<file path="src/rtl/timer_pkg.sv">
// Shared types and helpers for the cascaded BCD timer: digit width,
// count direction and the load-time digit clamp.
package timer_pkg;

   localparam int BCD_W = 4;

   typedef enum logic {MODE_UP, MODE_DOWN} mode_t;

   // A preset nibble at or above its modulus is pulled down to the largest legal digit.
   function automatic logic [BCD_W-1:0] clamp_digit(input logic [BCD_W-1:0] val,
                                                    input logic [BCD_W-1:0] mod);
      return (val >= mod) ? mod - BCD_W'(1) : val;
   endfunction

endpackage

</file>
<file path="src/rtl/bcd_digit.sv">
// One BCD digit with a programmable modulus. It advances on its enable and
// flags wrap so the next digit up can be enabled on the same edge.
module bcd_digit
   import timer_pkg::*;
(
   input  logic             clk,
   input  logic             pulse,
   input  logic             en,
   input  mode_t            mode,
   input  logic             load,
   input  logic [BCD_W-1:0] load_val,
   input  logic [BCD_W-1:0] modulus,
   output logic [BCD_W-1:0] q,
   output logic             wrap
);

   logic [BCD_W-1:0] q_d, q_q;
   logic [BCD_W-1:0] top;

   assign top = modulus - BCD_W'(1);

   always_comb begin
      q_d = q_q;
      if (load) begin
         q_d = clamp_digit(load_val, modulus);
      end else if (en) begin
         if (mode == MODE_UP) begin
            q_d = (q_q >= top) ? '0 : q_q + BCD_W'(1);
         end else begin
            q_d = (q_q == '0) ? top : q_q - BCD_W'(1);
         end
      end
   end

   always_ff @(posedge clk or posedge pulse) begin
      if (pulse) q_q <= '0;
      else       q_q <= q_d;
   end

   assign q    = q_q;
   assign wrap = en & ((mode == MODE_UP) ? (q_q == top) : (q_q == '0));

endmodule

</file>
<file path="src/rtl/bcd_mmss_timer.sv">
// Cascaded BCD up/down timer (default MM:SS) with pause, preset load,
// a registered wrap/terminal-count carry strobe and a countdown done flag.
module bcd_mmss_timer
   import timer_pkg::*;
#(
   parameter int                     DIGITS = 4,
   parameter logic [BCD_W*DIGITS-1:0] MODULI = {4'd6, 4'd10, 4'd6, 4'd10}
) (
   input  logic                      clk,
   input  logic                      pulse,
   input  logic                      tick,
   input  logic                      us,
   input  logic                      alin,
   input  logic                      mode,
   input  logic                      load,
   input  logic [BCD_W*DIGITS-1:0]   load_val,
   output logic [BCD_W*DIGITS-1:0]   count,
   output logic                      carry_out,
   output logic                      done
);

   localparam logic [BCD_W*DIGITS-1:0] ONE = {{(BCD_W*DIGITS-1){1'b0}}, 1'b1};

   logic [DIGITS:0]   en;
   logic [DIGITS-1:0] wrap;
   logic              zero;
   logic              pause;
   logic              carry_d, carry_q;
   mode_t             mode_e;

   assign mode_e = mode ? MODE_DOWN : MODE_UP;
   assign zero   = (count == '0);
   assign pause  = us | alin;

   // Counting down saturates at zero: the tick never reaches the chain there.
   assign en[0] = tick & ~pause & ~load & ~(mode & zero);

   for (genvar i = 0; i < DIGITS; i++) begin : g_digit
      assign en[i+1] = en[i] & wrap[i];

      bcd_digit u_digit (
         .clk      (clk),
         .pulse    (pulse),
         .en       (en[i]),
         .mode     (mode_e),
         .load     (load),
         .load_val (load_val[BCD_W*i +: BCD_W]),
         .modulus  (MODULI[BCD_W*i +: BCD_W]),
         .q        (count[BCD_W*i +: BCD_W]),
         .wrap     (wrap[i])
      );
   end

   // Up: every digit wraps together. Down: the step that lands on zero.
   always_comb begin
      carry_d = 1'b0;
      if (en[0]) begin
         if (mode_e == MODE_UP) carry_d = en[DIGITS];
         else                   carry_d = (count == ONE);
      end
   end

   always_ff @(posedge clk or posedge pulse) begin
      if (pulse) carry_q <= 1'b0;
      else       carry_q <= carry_d;
   end

   assign carry_out = carry_q;
   assign done      = mode & zero;

endmodule

</file>
<file path="config.mk">
export PLATFORM = sky130hd
export DESIGN_NAME = bcd_mmss_timer
export DESIGN_NICKNAME = d
export VERILOG_FILES = /design/src/rtl/timer_pkg.sv /design/src/rtl/bcd_digit.sv /design/src/rtl/bcd_mmss_timer.sv
export SDC_FILE = /design/constraint.sdc
export NUM_CORES = 1
export LEC_CHECK = 0
export CORE_MARGIN = 5
export CORE_UTILIZATION = 57
export DETAILED_ROUTE_END_ITERATION = 6
export PLACE_DENSITY = 0.79
export SETUP_SLACK_MARGIN = 0.5
export SLEW_MARGIN = 20
export SYNTH_ARGS = -nofsm -noshare
export SYNTH_HDL_FRONTEND = slang
export SYNTH_HIERARCHICAL = 1
export SYNTH_SLANG_ARGS = --single-unit
</file>
<file path="constraint.sdc">
create_clock -name clk -period 4.73 [get_ports clk]
set_clock_uncertainty 0.2 [all_clocks]
set_input_delay 0.946 -clock clk [delete_from_list [all_inputs] [get_ports clk]]
set_output_delay 0.946 -clock clk [all_outputs]
set_load 0.01 [all_outputs]
</file>
# Word level (Yosys, flattened, before mapping)
# Cells that the tools add are included.
dict set report op_classes {
  n_addsub 8
  mul 0
  div 0
  order_cmp 8
  eq_ne 5
  n_shift 0
  n_mux 31
  n_bitwise 16
  reduce_logical 9
}
# cell n
set op_table {}
lappend op_table {{2-to-1 mux 4 bit} 24}
lappend op_table {{adder 4 x 1 -> 4 bit (second input constant)} 4}
lappend op_table {{== test 16 x 1 -> 1 bit (second input constant)} 1}
lappend op_table {{>= comparator 4 x 3 -> 1 bit (second input constant)} 4}
lappend op_table {{>= comparator 4 bit (second input constant)} 4}
lappend op_table {{logical NOT 16 bit} 1}
lappend op_table {{logical NOT 4 bit} 4}
lappend op_table {{subtractor 4 x 1 -> 4 bit (second input constant)} 4}
lappend op_table {{AND 1 bit} 12}
lappend op_table {{== test 4 x 3 -> 1 bit (second input constant)} 2}
lappend op_table {{== test 4 bit (second input constant)} 2}
lappend op_table {{nonzero test 2 bit} 4}
lappend op_table {{2-to-1 mux 1 bit} 7}
lappend op_table {{inverter 1 bit} 3}
lappend op_table {{OR 1 bit} 1}
dict set report word_totals {
  register_bits 17
  latchBits 0
  mem_bits_rw 0
  romBits 0
  inputBits 23
  output_inout_bits 18
  word_cells 82
  mem_count 0
}

# Logic depth before layout (Yosys ltp)
dict set report logic_depth {
  ltp_word 15
  depth_mapped 23
}

# By module
# Netlist, hierarchy kept.
# mod instances cells_per_inst area_per_inst_um2 seq_area_each_um2
set by_module_without_submodules {}
lappend by_module_without_submodules {bcd_digit 4 82 691.9 100.1}
lappend by_module_without_submodules {bcd_mmss_timer 1 23 181.4 25.0}

# Least setup slack after synthesis
# No wires, ideal clock.
dict set report synth_timing {
  path_type {input to register}
  start {input alin}
  end {register g_digit[3].u_digit.q_q[3]}
  arrival_ns 4.328
  t_required_ns 4.426
  setup_slack_ns 0.098
  stages 19
  path_cell_list {nor4b_4 > a21boi_2 > inv_1 > nor2_1 > nand2_1 > a21oi_1 > inv_1 > nor2_1 > nand3_1 > a21oi_1 > inv_1 > nor2_1 > nand4_2 > a21oi_1 > nand4_1 > xor2_1 > a211oi_1 > o21ai_0 > o311ai_1}
}
dict set report synth_via {
  elab_chain_len 12
}
# item line_no
set synth_rtl {}
lappend synth_rtl {{start: declaration} bcd_mmss_timer.sv:13} ;# input logic alin,
lappend synth_rtl {{OR 1 bit} bcd_mmss_timer.sv:33} ;# assign pause = us | alin;
lappend synth_rtl {{inverter 1 bit} bcd_mmss_timer.sv:36} ;# assign en[0] = tick & ~pause & ~load & ~(mode & zero);
lappend synth_rtl {{AND 1 bit (3 in a row)} bcd_mmss_timer.sv:36}
lappend synth_rtl {{via en[0]} bcd_mmss_timer.sv:24} ;# logic [DIGITS:0] en;
lappend synth_rtl {{AND 1 bit} bcd_digit.sv:41} ;# assign wrap = en & ((mode == MODE_UP) ? (q_q == top) : (q_q == '0));
lappend synth_rtl {{via wrap[0]} bcd_mmss_timer.sv:25} ;# logic [DIGITS-1:0] wrap;
lappend synth_rtl {{AND 1 bit} bcd_mmss_timer.sv:39} ;# assign en[i+1] = en[i] & wrap[i];
lappend synth_rtl {{via en[1]} bcd_mmss_timer.sv:24}
lappend synth_rtl {{AND 1 bit} bcd_digit.sv:41}
lappend synth_rtl {{via wrap[1]} bcd_mmss_timer.sv:25}
lappend synth_rtl {{AND 1 bit} bcd_mmss_timer.sv:39}
lappend synth_rtl {{via en[2]} bcd_mmss_timer.sv:24}
lappend synth_rtl {{AND 1 bit} bcd_digit.sv:41}
lappend synth_rtl {{via wrap[2]} bcd_mmss_timer.sv:25}
lappend synth_rtl {{AND 1 bit} bcd_mmss_timer.sv:39}
lappend synth_rtl {{via en[3]} bcd_mmss_timer.sv:24}
lappend synth_rtl {{nonzero test 2 bit (no line)} --}
lappend synth_rtl {{end signal: assignment} bcd_digit.sv:37} ;# else q_q <= q_d;
lappend synth_rtl {{end: declaration} bcd_digit.sv:17} ;# logic [BCD_W-1:0] q_d, q_q;
# The timed path passes the listed nets, and every way through them passes these cells.
# A chain may end at the register's enable or synchronous reset.

# Worst setup path after layout
dict set report layout_timing {
  start {input us}
  end {register g_digit[3].u_digit.q_q[3]}
}
dict set report layout_via {
  elab_chain_len 12
}
# item line_no
set layout_rtl {}
lappend layout_rtl {{start: declaration} bcd_mmss_timer.sv:12} ;# input logic us,
lappend layout_rtl {{OR 1 bit} bcd_mmss_timer.sv:33}
lappend layout_rtl {{inverter 1 bit} bcd_mmss_timer.sv:36}
lappend layout_rtl {{AND 1 bit (3 in a row)} bcd_mmss_timer.sv:36}
lappend layout_rtl {{via en[0]} bcd_mmss_timer.sv:24}
lappend layout_rtl {{AND 1 bit} bcd_digit.sv:41}
lappend layout_rtl {{via wrap[0]} bcd_mmss_timer.sv:25}
lappend layout_rtl {{AND 1 bit} bcd_mmss_timer.sv:39}
lappend layout_rtl {{via en[1]} bcd_mmss_timer.sv:24}
lappend layout_rtl {{AND 1 bit} bcd_digit.sv:41}
lappend layout_rtl {{via wrap[1]} bcd_mmss_timer.sv:25}
lappend layout_rtl {{AND 1 bit} bcd_mmss_timer.sv:39}
lappend layout_rtl {{via en[2]} bcd_mmss_timer.sv:24}
lappend layout_rtl {{AND 1 bit} bcd_digit.sv:41}
lappend layout_rtl {{via wrap[2]} bcd_mmss_timer.sv:25}
lappend layout_rtl {{AND 1 bit} bcd_mmss_timer.sv:39}
lappend layout_rtl {{via en[3]} bcd_mmss_timer.sv:24}
lappend layout_rtl {{nonzero test 2 bit (no line)} --}
# The timed path passes the listed nets, and every way through them passes these cells.

==> metrics.txt <==
Core Region=5070 sq um; Initial Utilization=58.1%; nets@finish=511; PnR worst setup slack=0.712 ns; Cell Pwr Density=203 nW/um^2; number of diodes=0; Arr. time, crit path=3.96 ns; initial antenna violation count=0; CTS root buffer=clkbuf_8; Pins Over Slew Limit=0; number of detailed-route iterations in the first pass=4; cts hold-fix bufs=0; Placement Setup Slack=0.0247 ns; VDD IR max=116 uV; Reg clk slew, reported paths=0.06 ns; nature of the critical path endpoint=flop; DRC viols=0; Routed WL=7.39 mm; Post-DP Area=3610 sq um; CP Class=in -> reg; Max Cap Viol=0; post-DP HPWL=5.79 mm; Vias/cell=5.68; Startpoint Class=primary input; Final min period=4.02 ns; met1 Use GR=30.9%; Syn Inst Count=351; period utilisation layout=84.9%; P_leak=1.63 nW; Final Cell Area=3760 sq um; Die X-Extent=81.9 um; most frequent cells in the layout=52 x inv_1, 44 x conb_1, 44 x ha_1; die area=6710 sq um; CTS tree=done; YS warnings=6; register area share after synthesis=14.4%; fmax=249 MHz; commonest non-fill, non-tap cell in the layout=inv_1; Mapped Area=2950 sq um; total track usage=23.0%; largest net degree at the start of global routing=32; Setup violations, final=0; RSZ-0062 raised after global routing=false; synth top area cells=ha_1 19%, dfrtp_1 14%, inv_1 7.0%; crit path max fanout=5; RePlAce Congestion=0.866; share of post-route cells with drive strength above 1=11.3%; routing usage on met3=1.97%; cts bufs inserted=3; vias in the first global route=2736; Sink Count=17; Inst Count DP=502; clock latency on the worst-skew pair=0.25 ns; area growth from synthesis to layout=27.6%; fin cells=513; top_reg_cell synth=dfrtp_1; first-pass GRT wire length=12.3 mm; largest area contributor in the netlist=ha_1; H-tree Lvls=1; GR peak layer=met2; Hold Path Class=reg -> reg; vias=2916; syn avg cell area=8.40 sq um; Synth top area share=18.7%; status=finished, final reports clean; Post-synth EDFFs=0; met2 Resource Use GR=38.8%; Critical Path RT=4.68 ns; maximum clock path buffer count=2; # port buffers=40; Routed WL per cell=14.4 um; row cnt=26; Setup TNS=0 ns; I/O pin count=41; fraction of registers with async set/reset=100%; GR Overflow Total=0; filler instances=428; drt initial violations=244; die height=81.9 um; Cell variety after synth=45; Detail Route Antenna Nets=0; FF+latch count, synth=17; final hold violation count=0
-- critical path: stages --
cell             delay [ns]
clkdlybuf4s50_1        0.45
nor4b_4                0.32
a21boi_4               0.23
inv_2                  0.09
nor2_4                 0.11
nand2_1                0.07
a21oi_2                0.13
inv_2                  0.09
nor2_4                 0.09
nand3_1                0.09
a21oi_2                0.15
inv_2                  0.09
nor2_4                 0.15
nand4_4                0.11
a21oi_4                0.17
buf_4                  0.13
inv_1                  0.08
a311oi_2               0.25
o211ai_1               0.11
o311ai_1               0.11
-- synthesized netlist by cell type, types with 2 or more instances --
cell and count:
inv_1 55, ha_1 44, nor2_1 21, dfrtp_1 17, mux2i_1 16, nor3_1 16
o21ai_0 16, a21oi_1 15, nand4_1 9, and2_1 8, o211ai_1 8, xnor2_1 8
xor2_1 8, nand2_1 6, nand3_1 5, a2111oi_4 4, a211oi_1 4, a221oi_1 4
a22oi_1 4, a311oi_1 4, and4b_1 4, buf_2 4, buf_6 4, nand2b_4 4
nand3b_1 4, nor2b_1 4, nor3_2 4, nor3b_1 4, o2111ai_1 4, o21a_1 4
o22ai_1 4, o2bb2ai_1 4, o311ai_1 4, o31a_2 4, o32ai_1 4, or4_1 4
or4b_1 4, nor4_1 3, conb_1 2
-- final cells by class --
type	count	area [sq um]	share of cell area, %
well taps	70	87.6	2.33
flip-flops and latches	17	425	11.3
multi-input cells	313	2490	66.2
clock buffers	4	45.0	1.20
inverters	55	206	5.49
repair buffers	54	508	13.5
-- sequential cells by signal, indices dropped and copies added (netlist names) --
name,cells
g_digit.u_digit/q,16
carry_out,1
-- through the flow --
stage	util (%)	hold slack, ns	power [mW]
3_5_place_dp	71.2	0.560	0.637
6_report	74.2	0.564	0.763
3_3_place_gp	71.2	0.540	0.628
2_1_floorplan	-	0.475	0.511
5_1_grt	74.2	0.616	0.830
4_1_cts	72.7	0.566	0.748
-- per-layer routing --
metal	routed length, um	up-vias
li1	-	1454
met1	3270	1353
met2	3670	96
met3	332	13
met4	112	0
met5	0	-
-- report_power, final --
| group | internal, mW | total, mW | switching [mW] |
|---|---|---|---|
| Sequential | 0.166 | 0.237 | 0.0703 |
| Clock | 0.0597 | 0.107 | 0.0475 |
| Combinational | 0.210 | 0.419 | 0.209 |
| Total | 0.436 | 0.763 | 0.327 |
-- cells by family (layout without fill, tap and decap cells) --
group           count (synthesis)  in the layout  share of synthesized area [%]
compound gates                 89             89                           24.4
xor+xnor                       16             16                           4.75
fa+ha+maj                      44             44                           18.7
buf+inv                        63            113                           9.21
flops                          17             17                           14.4
mux                            16             16                           5.43
other cells                     2             44                          0.255
simple gates                  104            104                           22.9
-- final timing paths --
check / from / end / slack [ns] / cells past startpoint
max in group asynchronous: pulse / g_digit[3].u_digit/q[0] / 3.28 / 2
max: us / g_digit[3].u_digit/q[3] / 0.71 / 20
max reg2reg: g_digit[0].u_digit/q[0] / g_digit[3].u_digit/q[3] / 1.13 / 21
min: g_digit[0].u_digit/q[0] / carry_out / 0.56 / 2
min in group asynchronous: pulse / carry_out / 0.81 / 2
min reg2reg: g_digit[0].u_digit/q[0] / carry_out / 0.56 / 2
-- timing repair --
item	in CTS	in global routing
gates resized for setup	6	10
pin swaps	0	7
endpoints found under the setup margin	3	5
setup buffers	2	5
(Power assumes the default switching activity.)
